File: src/rtl/slim_anim_ctrl.sv
// Slim enemy sprite sequencer: tick divider, walk/frozen/thaw FSM, 16-step frame schedule
// and a mirrored sprite-ROM address path.
module slim_anim_ctrl #(
  parameter int unsigned SPR_W        = 34,
  parameter int unsigned SPR_H        = 33,
  parameter int unsigned ADDR_W       = 14,
  parameter int unsigned TICK_DIV     = 6000000,
  parameter int unsigned FROZEN_TICKS = 48,
  parameter int unsigned THAW_TICKS   = 8
) (
  input  logic              clk,
  input  logic              rst_n,
  input  logic              hit,
  input  logic              dir_in,
  input  logic [ADDR_W-1:0] pix_addr,
  output logic [ADDR_W-1:0] rom_addr,
  output logic [1:0]        frame_sel,
  output logic              frozen,
  output logic              mirror,
  output logic              thawing,
  output logic [3:0]        anim_step
);

  localparam int unsigned TMax = (FROZEN_TICKS > THAW_TICKS) ? FROZEN_TICKS : THAW_TICKS;
  localparam int unsigned TW   = (TMax > 1) ? $clog2(TMax) : 1;

  localparam logic [31:0]       DivMax   = 32'(TICK_DIV - 1);
  localparam logic [TW-1:0]     FrzLoad  = TW'(FROZEN_TICKS - 1);
  localparam logic [TW-1:0]     ThawLoad = TW'(THAW_TICKS - 1);
  localparam logic [TW-1:0]     TimerOne = TW'(1);
  localparam logic [ADDR_W-1:0] SprW     = ADDR_W'(SPR_W);
  localparam logic [ADDR_W-1:0] SprWm1   = ADDR_W'(SPR_W - 1);
  localparam logic [ADDR_W-1:0] NumPix   = ADDR_W'(SPR_W * SPR_H);

  typedef enum logic [1:0] {StWalk, StFrozen, StThaw} state_e;

  state_e            state_q, state_d;
  logic [31:0]       div_q, div_d;
  logic [3:0]        step_q, step_d;
  logic [TW-1:0]     timer_q, timer_d;
  logic              frozen_q, frozen_d;
  logic              mirror_q, mirror_d;
  logic [1:0]        frame_q, frame_d;
  logic [ADDR_W-1:0] rom_q, rom_d;
  logic [ADDR_W-1:0] col;
  logic              tick;

  always_ff @(posedge clk) begin
    if (!rst_n) begin
      state_q  <= StWalk;
      div_q    <= '0;
      step_q   <= '0;
      timer_q  <= '0;
      frozen_q <= 1'b0;
      mirror_q <= 1'b0;
      frame_q  <= '0;
      rom_q    <= '0;
    end else begin
      state_q  <= state_d;
      div_q    <= div_d;
      step_q   <= step_d;
      timer_q  <= timer_d;
      frozen_q <= frozen_d;
      mirror_q <= mirror_d;
      frame_q  <= frame_d;
      rom_q    <= rom_d;
    end
  end

  // Divider free-runs; only reset clears it.
  always_comb begin
    tick  = (div_q == DivMax);
    div_d = tick ? '0 : div_q + 32'd1;
  end

  // A hit always overrides a coincident tick, so it is tested before tick in every state.
  always_comb begin
    state_d  = state_q;
    step_d   = step_q;
    timer_d  = timer_q;
    frozen_d = frozen_q;
    mirror_d = mirror_q;
    if (tick) begin
      step_d = step_q + 4'd1;
    end
    case (state_q)
      StWalk: begin
        frozen_d = 1'b0;
        if (hit) begin
          state_d  = StFrozen;
          timer_d  = FrzLoad;
          step_d   = '0;
          frozen_d = 1'b1;
        end else if (tick) begin
          mirror_d = dir_in;
        end
      end
      StFrozen: begin
        frozen_d = 1'b1;
        if (hit) begin
          timer_d = FrzLoad;
          step_d  = '0;
        end else if (tick) begin
          if (timer_q == '0) begin
            state_d = StThaw;
            timer_d = ThawLoad;
            step_d  = '0;
          end else begin
            timer_d = timer_q - TimerOne;
          end
        end
      end
      StThaw: begin
        if (hit) begin
          state_d  = StFrozen;
          timer_d  = FrzLoad;
          step_d   = '0;
          frozen_d = 1'b1;
        end else if (tick) begin
          if (timer_q == '0) begin
            state_d  = StWalk;
            step_d   = '0;
            frozen_d = 1'b0;
          end else begin
            timer_d  = timer_q - TimerOne;
            frozen_d = ~frozen_q;
          end
        end
      end
      default: begin
        state_d  = StWalk;
        step_d   = '0;
        frozen_d = 1'b0;
      end
    endcase
  end

  // Frozen frames linger longer on the middle pose.
  always_comb begin
    if (step_q < 4'd2) begin
      frame_d = 2'd0;
    end else if (state_q == StFrozen) begin
      frame_d = (step_q < 4'd8) ? 2'd1 : 2'd2;
    end else begin
      frame_d = (step_q < 4'd6) ? 2'd1 : 2'd2;
    end
  end

  // Mirrored index row*W + (W-1-col) simplifies to pix + (W-1) - 2*col.
  always_comb begin
    col = pix_addr % SprW;
    if (pix_addr >= NumPix) begin
      rom_d = '0;
    end else if (mirror_q) begin
      rom_d = pix_addr + SprWm1 - {col[ADDR_W-2:0], 1'b0};
    end else begin
      rom_d = pix_addr;
    end
  end

  assign rom_addr  = rom_q;
  assign frame_sel = frame_q;
  assign frozen    = frozen_q;
  assign mirror    = mirror_q;
  assign thawing   = (state_q == StThaw);
  assign anim_step = step_q;

endmodule

File: config.mk
export PLATFORM = sky130hd
export DESIGN_NAME = slim_anim_ctrl
export DESIGN_NICKNAME = d
export VERILOG_FILES = /design/src/rtl/slim_anim_ctrl.sv
export SDC_FILE = /design/constraint.sdc
export NUM_CORES = 1
export LEC_CHECK = 0
export BUFFER_PORTS_ARGS = -buffer_cell sky130_fd_sc_hd__buf_2
export CORE_MARGIN = 1.5
export CORE_UTILIZATION = 50
export CTS_BUF_LIST = sky130_fd_sc_hd__clkbuf_8
export DETAILED_ROUTE_END_ITERATION = 10
export PLACE_DENSITY = 0.78
export SYNTH_ARGS = -nofsm -noshare
export SYNTH_HDL_FRONTEND = slang
export SYNTH_SLANG_ARGS = --single-unit
File: constraint.sdc
create_clock -name clk -period 6.3 [get_ports clk]
set_input_delay 0.315 -clock clk [delete_from_list [all_inputs] [get_ports clk]]
set_output_delay 0.315 -clock clk [all_outputs]
set_load 0.02 [all_outputs]
==> results.py, run 1 <==
metrics = {
    "pwr": {
        "seqPwrFrac_pct": 17.7,
        "p_int_w": 0.00145,
        "p_switching_w": 0.00103,
        "swShare_pct": 41.5,
        "p_comb_share_pct": 70.5,
        "pwr-share-clk_pct": 11.8,
        "ir_drop_uv": 243,
        "leakage_nw": 3.13,
        "p_per_area_nw_per_um2": 339,
        "power_w": 0.00247,
    },
    "status": {
        "violations": "negative setup slack",
        "status": "complete, but fails checks",
    },
    "yosys": {
        "synth_edf_count": 0,
        "yosysSeqAreaShare_pct": 23.7,
        "synth.area.top_cells": "dfxtp_1, ha_1, nor2_1, xor2_1, xnor2_1",
        "syn_area_um2": 5230,
        "ys.flop_type": "dfxtp_1",
        "netlist_instances": 659,
        "syn_area_per_cell_um2": 7.94,
        "yosysWarnings": 0,
        "synth_area_leader_cell": "dfxtp_1",
        "synth-seq-cells": 62,
        "synthArstFlopShare_pct": 0,
        "yosysUniqueCellTypes": 95,
        "yosysTopAreaCellShare_pct": 23.7,
        "synth_nets": 714,
    },
    "drt": {
        "initialDrtViolationCount": 372,
        "drc": 0,
        "vias_per_cell": 5.76,
        "dr_total_vias": 5625,
        "drt-pass1-iter-count": 5,
        "drtAntennaViolNets": 0,
        "routedWlPerCell_um": 16.0,
        "wirelength_um": 15700,
    },
    "clock_network": {
        "cts_buffers": 9,
        "cts_sinks": 62,
        "insertion_delay_ns": 0.34,
        "clk_pin_slew_ns": 0.07,
        "root_buffer": "clkbuf_8",
        "clockBufferDepth": 2,
        "h-tree-depth": 3,
        "cts_tree": "built",
    },
    "global_routing": {
        "grt_pass1_vias": 5626,
        "grt_usage_pct": 28.0,
        "grt_pass1_wl_um": 25600,
        "grt_use_met2_pct": 51.4,
        "grt_max_degree": 31,
        "grt_util_met3_pct": 3.22,
        "grt_remaining_overflow": 0,
        "antenna_found_initial": 0,
        "use_met1_pct": 32.5,
        "busiest_layer": "met2",
    },
    "sta": {
        "slew_viol_final": 0,
        "worst_pin_slew_ns": 1.08,
        "fmax_mhz": 153,
        "skew_ns": 0.0106,
        "rsz0062_at_grt": "yes",
        "setup_tns_ns": -0.424,
        "setup_viol_count_final": 3,
        "slew_headroom_pct": 27.4,
        "finalWorstSetupSlack_ns": -0.234,
        "fin_crit_sh_pct": 104,
        "hold_violations": 0,
        "fin_crit_ns": 6.53,
    },
    "worst_setup_path": {
        "cp.arrival_ns": 6.77,
        "critPathKind": "in2reg",
        "worst_ep_required_time_ns": 6.54,
        "critPathSlowestCell": "a2111o_1",
        "critPathLaunchType": "input pin",
        "end_kind": "register",
        "critical-path-max-stage-delay_ns": 0.46,
        "crit_fanout": 8,
    },
    "finish": {
        "antenna-diode-count": 0,
        "syn2layout_area_growth_pct": 39.4,
        "layout.nets": 891,
        "final_area_um2": 7300,
        "post-route-util_pct": 71.3,
        "layout-drive-gt1-share_pct": 35.7,
    },
    "floorplan": {
        "start_util_pct": 51.1,
        "die_h_um": 105,
        "die_x_um": 105,
        "core_area_um2": 10200,
        "dieArea_um2": 11100,
        "io_pins": 41,
        "fp-row-count": 37,
    },
    "placement": {
        "place_ws_ns": -0.579,
        "gp_congestion": 0.937,
        "hpwl_um": 11000,
        "io_buffers": 40,
        "dpl_cell_area_um2": 6410,
    },
    "job": {
        "drv_cap": 0,
    },
    "worst_hold_path": {
        "min_path_type": "in2reg",
    },
}
[final timing paths]
path,startpoint,to,slack (ns),cells past startpoint
worst min-delay path,dir_in,mirror$_SDFFE_PN0P_,0.24,3
worst max-delay path,pix_addr[8],rom_addr[13]$_SDFF_PP0_,-0.23,33
worst min register to register,timer_q[5]$_SDFFE_PN0P_,timer_q[5]$_SDFFE_PN0P_,0.47,2
worst max register to register,div_q[0]$_SDFF_PP0_,timer_q[3]$_SDFFE_PN0P_,2.54,14
[power by group through the flow]
stage | Sequential, W | Clock [W] | Combinational (W)
final | 0.000438 | 0.000292 | 0.00174
after global routing | 0.000441 | 0.000313 | 0.00188
after CTS | 0.000437 | 0.000293 | 0.00159
after detailed placement | 0.000446 | 0 | 0.00138
after global placement | 0.000444 | 0 | 0.00132
after floorplan | 0.000446 | 0 | 0.000899
[cells in the final DEF (no fill, tap or decap), drive strengths merged, types with 5 or more instances in the layout]
master / count
nor4: 5
or2: 7
dfxtp: 62
and2: 5
or3: 5
o211ai: 14
nor3: 17
inv: 32
nor2b: 9
clkbuf: 9
xor2: 28
ha: 37
o21ai: 29
nand3: 29
nor4b: 5
nand2b: 10
o21a: 6
a21oi: 41
nor2: 90
clkinv: 5
nand4: 13
o211a: 7
mux2i: 11
nand2: 47
a211oi: 10
a21o: 8
buf: 189
xnor2: 27
a21boi: 5
o21bai: 5
and3: 8
a211o: 5
o2111ai: 5
[Yosys cell counts (9+ instances only)]
master,n
dfxtp_1,62
xor2_1,28
mux2i_1,9
nand4_1,12
inv_1,29
nor3_1,16
xnor2_1,26
nand3_1,27
ha_1,37
nand2_1,46
a21oi_1,39
o211ai_1,12
clkbuf_1,16
o21ai_0,23
nor2_1,90
[logic make-up (layout without fill, tap and decap cells)]
group / Yosys count / in the layout / synth area share, %
simple gates: 258 / 259 / 24.6
compound gates: 177 / 177 / 26.0
flops: 62 / 62 / 23.7
buf+inv: 56 / 237 / 4.52
xor+xnor: 55 / 55 / 9.35
fa+ha+maj: 38 / 38 / 9.04
mux: 13 / 13 / 2.75
[cell type report]
class	count	area, um^2
inverters	32	120
repair buffers	189	1420
flip-flops and latches	62	1240
clock buffers	9	124
fillers	748	2940
clock inverters	7	42.5
well taps	136	170
multi-input cells	542	4180
[worst max-delay path, delay by kind of cell]
kind            cells  cell delay [ns]
mux                 3             0.79
buf+inv             2             0.24
xor+xnor            3             0.47
simple gates        5             0.72
fa+ha+maj           2             0.54
compound gates     18             3.67
[per-layer routing]
| layer | vias up | routed length, um |
|---|---|---|
| met3 | 39 | 552 |
| li1 | 2753 | - |
| met4 | 0 | 416 |
| met5 | - | 0 |
| met2 | 139 | 8120 |
| met1 | 2694 | 6590 |
[sequential cells by signal, summed over array words and instances (netlist names)]
| name | count |
|---|---|
| mirror | 1 |
| state_q | 2 |
| rom_addr | 14 |
| div_q | 32 |
| anim_step | 4 |
| frozen | 1 |
| frame_sel | 2 |
| timer_q | 6 |
[per-stage QoR]
stage	cells	hold WS (ns)
6_report	977	0.245
5_1_grt	977	0.264
4_1_cts	972	0.245
3_5_place_dp	921	0.461
3_3_place_gp	921	0.442
2_1_floorplan	659	0.430
[repair_timing]
item                                   CTS  global route
endpoints found under the hold margin    0             0
cloned                                   1             0
hold buffers                             0             0
gates resized for setup                 63            28
setup endpoints to repair                3             8
setup buffers                           34            10
pin swaps                               49            47
Power figures use the tool's default switching activity.
==> run 2: changes to the inputs <==
--- a/config.mk
+++ b/config.mk
@@ -6,6 +6,7 @@
 export NUM_CORES = 1
 export LEC_CHECK = 0
 export BUFFER_PORTS_ARGS = -buffer_cell sky130_fd_sc_hd__buf_2
+export CORE_ASPECT_RATIO = 1.25
 export CORE_MARGIN = 1.5
 export CORE_UTILIZATION = 50
 export CTS_BUF_LIST = sky130_fd_sc_hd__clkbuf_8
==> results.py, run 2 (synthesis gave the netlist of run 1 again) <==
metrics = {
    "finish": {
        "layout-drive-gt1-share_pct": 36.7,
        "antenna-diode-count": 0,
        "regMostFlops": "div_q",
        "largest_reg_flops": 32,
        "seq_area_um2": 1240,
        "layout.nets": 906,
        "syn2layout_area_growth_pct": 42.1,
        "nFillCells": 703,
        "mostFrequentLayoutCell": "buf_4",
        "post-route-util_pct": 73.2,
        "final_cell_mix": "buf_4, nor2_1, dfxtp_1",
        "multi_input_area_um2": 4220,
    },
    "global_routing": {
        "grt_remaining_overflow": 0,
        "grt_pass1_vias": 5876,
        "grt_pass1_wl_um": 25800,
        "antenna_found_initial": 0,
        "grt_usage_pct": 28.5,
        "grt_max_degree": 31,
    },
    "worst_setup_path": {
        "end_kind": "register",
        "critPathKind": "in2reg",
        "timing.rr.end": "timer_q[5]$_SDFFE_PN0P_",
        "critical-path-max-stage-delay_ns": 0.46,
        "critPathLaunchType": "input pin",
        "worst_ep_required_time_ns": 6.54,
        "cp.arrival_ns": 6.86,
        "r2r_setup_slack_ns": 2.65,
        "crit-reg2reg-launch": "div_q[0]$_SDFF_PP0_",
        "critPathSlowestCell": "a221o_2",
        "crit_path_frequent_cell": "buf_4",
        "rr_worst_depth": 14,
        "crit_fanout": 5,
    },
    "job": {
        "drv_cap": 0,
    },
    "status": {
        "violations": "negative setup slack",
        "status": "complete, but fails checks",
    },
    "sta": {
        "rsz0062_at_grt": "yes",
        "fin_crit_sh_pct": 105,
        "skew_ns": 0.00845,
        "worst_pin_slew_ns": 1.23,
        "slew_headroom_pct": 17.2,
        "fmax_mhz": 151,
        "fin_crit_ns": 6.62,
        "setup_tns_ns": -0.725,
        "hold_violations": 0,
        "slew_viol_final": 0,
        "finalWorstSetupSlack_ns": -0.324,
        "setup_viol_count_final": 5,
    },
    "floorplan": {
        "die_x_um": 94.5,
        "start_util_pct": 51.5,
        "io_pins": 41,
        "die_h_um": 117,
        "dieArea_um2": 11100,
        "core_area_um2": 10200,
        "fp-row-count": 41,
    },
    "clock_network": {
        "insertion_delay_ns": 0.35,
        "root_buffer": "clkbuf_8",
        "clk_pin_slew_ns": 0.06,
        "cts_hold_buf": 0,
        "cts_buffers": 9,
        "cts_sinks": 62,
        "clockBufferDepth": 2,
        "cts_tree": "built",
        "h-tree-depth": 3,
    },
    "drt": {
        "initialDrtViolationCount": 279,
        "vias_per_cell": 5.93,
        "dr_total_vias": 5837,
        "drtAntennaViolNets": 0,
        "routedWlPerCell_um": 16.8,
        "drt-pass1-iter-count": 5,
        "wirelength_um": 16500,
        "drc": 0,
    },
    "worst_hold_path": {
        "hold_depth": 3,
        "min-delay-start": "dir_in",
        "hold_end": "mirror$_SDFFE_PN0P_",
        "min_path_type": "in2reg",
    },
    "pwr": {
        "ir_drop_uv": 170,
        "p_per_area_nw_per_um2": 353,
        "leakage_nw": 3.23,
    },
    "placement": {
        "hpwl_um": 11400,
        "io_buffers": 40,
        "gp_congestion": 0.916,
    },
}
-- run 2: cell count changes in the layout (fill, tap and decap cells not counted), sizes merged --
cell      previous run  this run
clkinvlp             2         1
inv                 32        31
clkinv               5         4
clkbuf               9        11
buf                189       204
-- run 2: worst max-delay path, delay by kind of cell --
| kind | cells | cell delay, ns |
|---|---|---|
| AO/OA/AOI/OAI | 21 | 3.86 |
| adder cells (fa/ha/maj) | 2 | 0.64 |
| multiplexers | 2 | 0.47 |
| AND/OR/NAND/NOR | 5 | 0.53 |
| buffers and inverters | 6 | 0.74 |
| XOR/XNOR | 2 | 0.28 |
-- run 2: how the worst max path moves through the flow --
stage	start	endpoint	cells after the start
6_report	pix_addr[9]	rom_addr[13]$_SDFF_PP0_	38
5_1_grt	pix_addr[9]	rom_addr[13]$_SDFF_PP0_	36
4_1_cts	pix_addr[9]	rom_addr[13]$_SDFF_PP0_	34
3_5_place_dp	pix_addr[9]	rom_addr[13]$_SDFF_PP0_	33
3_3_place_gp	pix_addr[9]	rom_addr[13]$_SDFF_PP0_	33
2_1_floorplan	pix_addr[9]	rom_addr[13]$_SDFF_PP0_	35
-- run 2: per-stage QoR --
step           instances  setup slack [ns]  hold WS, ns  power [W]  instance area (um^2)
6_report             984            -0.324        0.250    0.00263                  7440
5_1_grt              984            -0.676        0.267    0.00278                  7440
4_1_cts              974           -0.0483        0.239    0.00233                  7140
3_5_place_dp         930            -0.816        0.452    0.00184                  6520
3_3_place_gp         930            -0.509        0.440    0.00176                  6520
2_1_floorplan        659            -0.153        0.430    0.00134                  5330
-- run 2: layout make-up --
cell class                 count  area share (%)
inverter                      32            1.62
clock inverter                 4           0.303
tap                          129            2.17
sequential                    62            16.7
timing repair buffer         204            20.5
multi-input combinational    542            56.7
clock buffer                  11            2.04
-- run 2: routing by layer --
layer  global-route usage [%]  vias up  wire length, um
li1                         -     2787                -
met1                     28.8     2788             6200
met2                     54.4      190             8830
met3                     4.28       72              682
met4                     14.6        0              788
met5                        0        -                0
-- run 2: where the power goes --
group          switching [W]  total, W  internal, W
logic               0.000911   0.00188     0.000969
clock network       0.000151  0.000311     0.000160
registers          0.0000211  0.000438     0.000417
-- run 2: repair_timing --
item                                    CTS  global route
gates resized for setup                  47            41
buffers inserted                         28            13
endpoints found under the setup margin    5             7
cloned                                    1             0
pin swaps                                45            38
==> run 3: changes to the inputs <==
--- a/config.mk
+++ b/config.mk
@@ -12,6 +12,7 @@
 export CTS_BUF_LIST = sky130_fd_sc_hd__clkbuf_8
 export DETAILED_ROUTE_END_ITERATION = 10
 export PLACE_DENSITY = 0.78
+export SETUP_SLACK_MARGIN = 0.3
 export SYNTH_ARGS = -nofsm -noshare
 export SYNTH_HDL_FRONTEND = slang
 export SYNTH_SLANG_ARGS = --single-unit
==> results.py, run 3 (synthesis gave the netlist of run 1 again) <==
metrics = {
    "status": {
        "status": "complete, but fails checks",
        "violations": "negative setup slack",
    },
    "clock_network": {
        "cts_buffers": 9,
        "root_buffer": "clkbuf_8",
        "cts_tree": "built",
        "cts_hold_buf": 0,
        "h-tree-depth": 3,
        "cts_sinks": 62,
        "clockBufferDepth": 2,
        "clk_pin_slew_ns": 0.06,
        "insertion_delay_ns": 0.34,
    },
    "sta": {
        "slew_viol_final": 0,
        "fin_crit_sh_pct": 103,
        "finalWorstSetupSlack_ns": -0.182,
        "hold_violations": 0,
        "slew_headroom_pct": 30.9,
        "rsz0062_at_grt": "yes",
        "skew_ns": 0.00976,
        "setup_tns_ns": -0.256,
        "fin_crit_ns": 6.48,
        "setup_viol_count_final": 2,
        "fmax_mhz": 154,
        "worst_pin_slew_ns": 1.03,
    },
    "finish": {
        "multi_input_area_um2": 4160,
        "final_cell_count_no_fill": 975,
        "seq_area_um2": 1240,
        "syn2layout_area_growth_pct": 40.8,
        "layout.nets": 896,
        "antenna-diode-count": 0,
        "layout-drive-gt1-share_pct": 35.6,
        "final_cell_mix": "buf_4, nor2_1, dfxtp_1",
        "mostFrequentLayoutCell": "buf_4",
        "largest_reg_flops": 32,
        "nFillCells": 737,
        "regMostFlops": "div_q",
    },
    "floorplan": {
        "io_pins": 41,
        "die_x_um": 94.5,
        "start_util_pct": 51.5,
        "fp-row-count": 41,
        "core_area_um2": 10200,
        "dieArea_um2": 11100,
        "die_h_um": 117,
    },
    "placement": {
        "gp_congestion": 0.910,
        "hpwl_um": 10900,
        "post-place-cells": 916,
        "io_buffers": 40,
    },
    "drt": {
        "initialDrtViolationCount": 212,
        "drc": 0,
        "routedWlPerCell_um": 15.5,
        "drt-pass1-iter-count": 5,
        "dr_total_vias": 5673,
        "wirelength_um": 15100,
        "vias_per_cell": 5.82,
        "drtAntennaViolNets": 0,
    },
    "pwr": {
        "ir_drop_uv": 165,
        "swShare_pct": 39.4,
        "p_int_w": 0.00149,
        "leakage_nw": 3.19,
        "p_per_area_nw_per_um2": 334,
        "p_comb_share_pct": 69.7,
        "p_switching_w": 0.000970,
        "seqPwrFrac_pct": 17.8,
        "pwr-share-clk_pct": 12.5,
    },
    "global_routing": {
        "grt_remaining_overflow": 0,
        "grt_pass1_vias": 5625,
        "grt_max_degree": 31,
        "grt_usage_pct": 26.8,
        "grt_pass1_wl_um": 24400,
        "antenna_found_initial": 0,
    },
    "worst_setup_path": {
        "crit_path_frequent_cell": "xnor2_1",
        "end_kind": "register",
        "cp.buffers_inverters": 4,
        "critPathSlowestCell": "mux2_4",
        "critical-path-max-stage-delay_ns": 0.37,
        "crit_fanout": 8,
        "critPathLaunchType": "input pin",
        "crit_family": "compound AO/OA/AOI/OAI gates",
        "r2r_setup_slack_ns": 2.63,
        "critPathKind": "in2reg",
        "cp.arrival_ns": 6.71,
        "worst_ep_required_time_ns": 6.53,
    },
    "worst_hold_path": {
        "min_path_type": "in2reg",
    },
    "job": {
        "drv_cap": 0,
    },
}
==> run 3: cell types whose count changed in the layout (fill, tap and decap cells not counted), moves of 3 or more <==
cell	previous run	this run
a21oi_1	31	34
nand3_2	1	4
buf_4	150	138
a21oi_2	8	5
==> run 3: path summary, 6_finish.rpt <==
path / cells after the start / start / to
max: 35 / pix_addr[8] / rom_addr[13]$_SDFF_PP0_
min: 3 / dir_in / mirror$_SDFFE_PN0P_
max reg2reg: 13 / div_q[0]$_SDFF_PP0_ / timer_q[1]$_SDFFE_PN0P_
min reg2reg: 1 / div_q[0]$_SDFF_PP0_ / div_q[0]$_SDFF_PP0_
==> run 3: through the flow <==
step	hold WS, ns	setup slack (ns)	utilization (%)	power (W)	cell area, um^2
final	0.258	-0.182	72.6	0.00246	7370
after global routing	0.257	-0.560	72.6	0.00263	7370
after CTS	0.243	-0.0592	68.9	0.00227	7000
after detailed placement	0.469	-0.684	63.3	0.00181	6430
after global placement	0.439	-0.523	63.3	0.00175	6430
after floorplan	0.430	-0.150	-	0.00134	5340
==> run 3: power by group through the flow <==
stage / Combinational, W / Sequential [W] / Clock [W]
after floorplan: 0.000899 / 0.000446 / 0
after global placement: 0.00131 / 0.000444 / 0
after detailed placement: 0.00136 / 0.000446 / 0
after CTS: 0.00152 / 0.000437 / 0.000312
after global routing: 0.00186 / 0.000442 / 0.000332
final: 0.00171 / 0.000438 / 0.000308
==> run 3: what timing repair did <==
item,CTS,global route
pin swaps,48,32
gates resized for setup,44,46
buffers inserted,24,18
setup endpoints to repair,6,8
endpoints found under the hold margin,0,0
gates cloned,0,1
==> run 3: per-layer routing <==
| metal | track usage (%) | share of wire (%) |
|---|---|---|
| met1 | 28.6 | 40 |
| met2 | 50.1 | 53 |
| met3 | 4.28 | 3.4 |
| met4 | 11.8 | 3.4 |
| met5 | 0 | 0 |
==> run 3: layout make-up <==
class,count,area share [%]
Clock buffer,11,2.05
Tap cell,129,2.19
Sequential cell,62,16.8
Timing Repair Buffer,195,20.5
Multi-Input combinational cell,541,56.4
Inverter,32,1.63
Clock inverter,5,0.357
==> run 3: worst min-delay path, delay by kind of cell <==
family          cells  cell delay [ns]
simple gates        1             0.05
buf+inv             1             0.10
compound gates      1             0.07
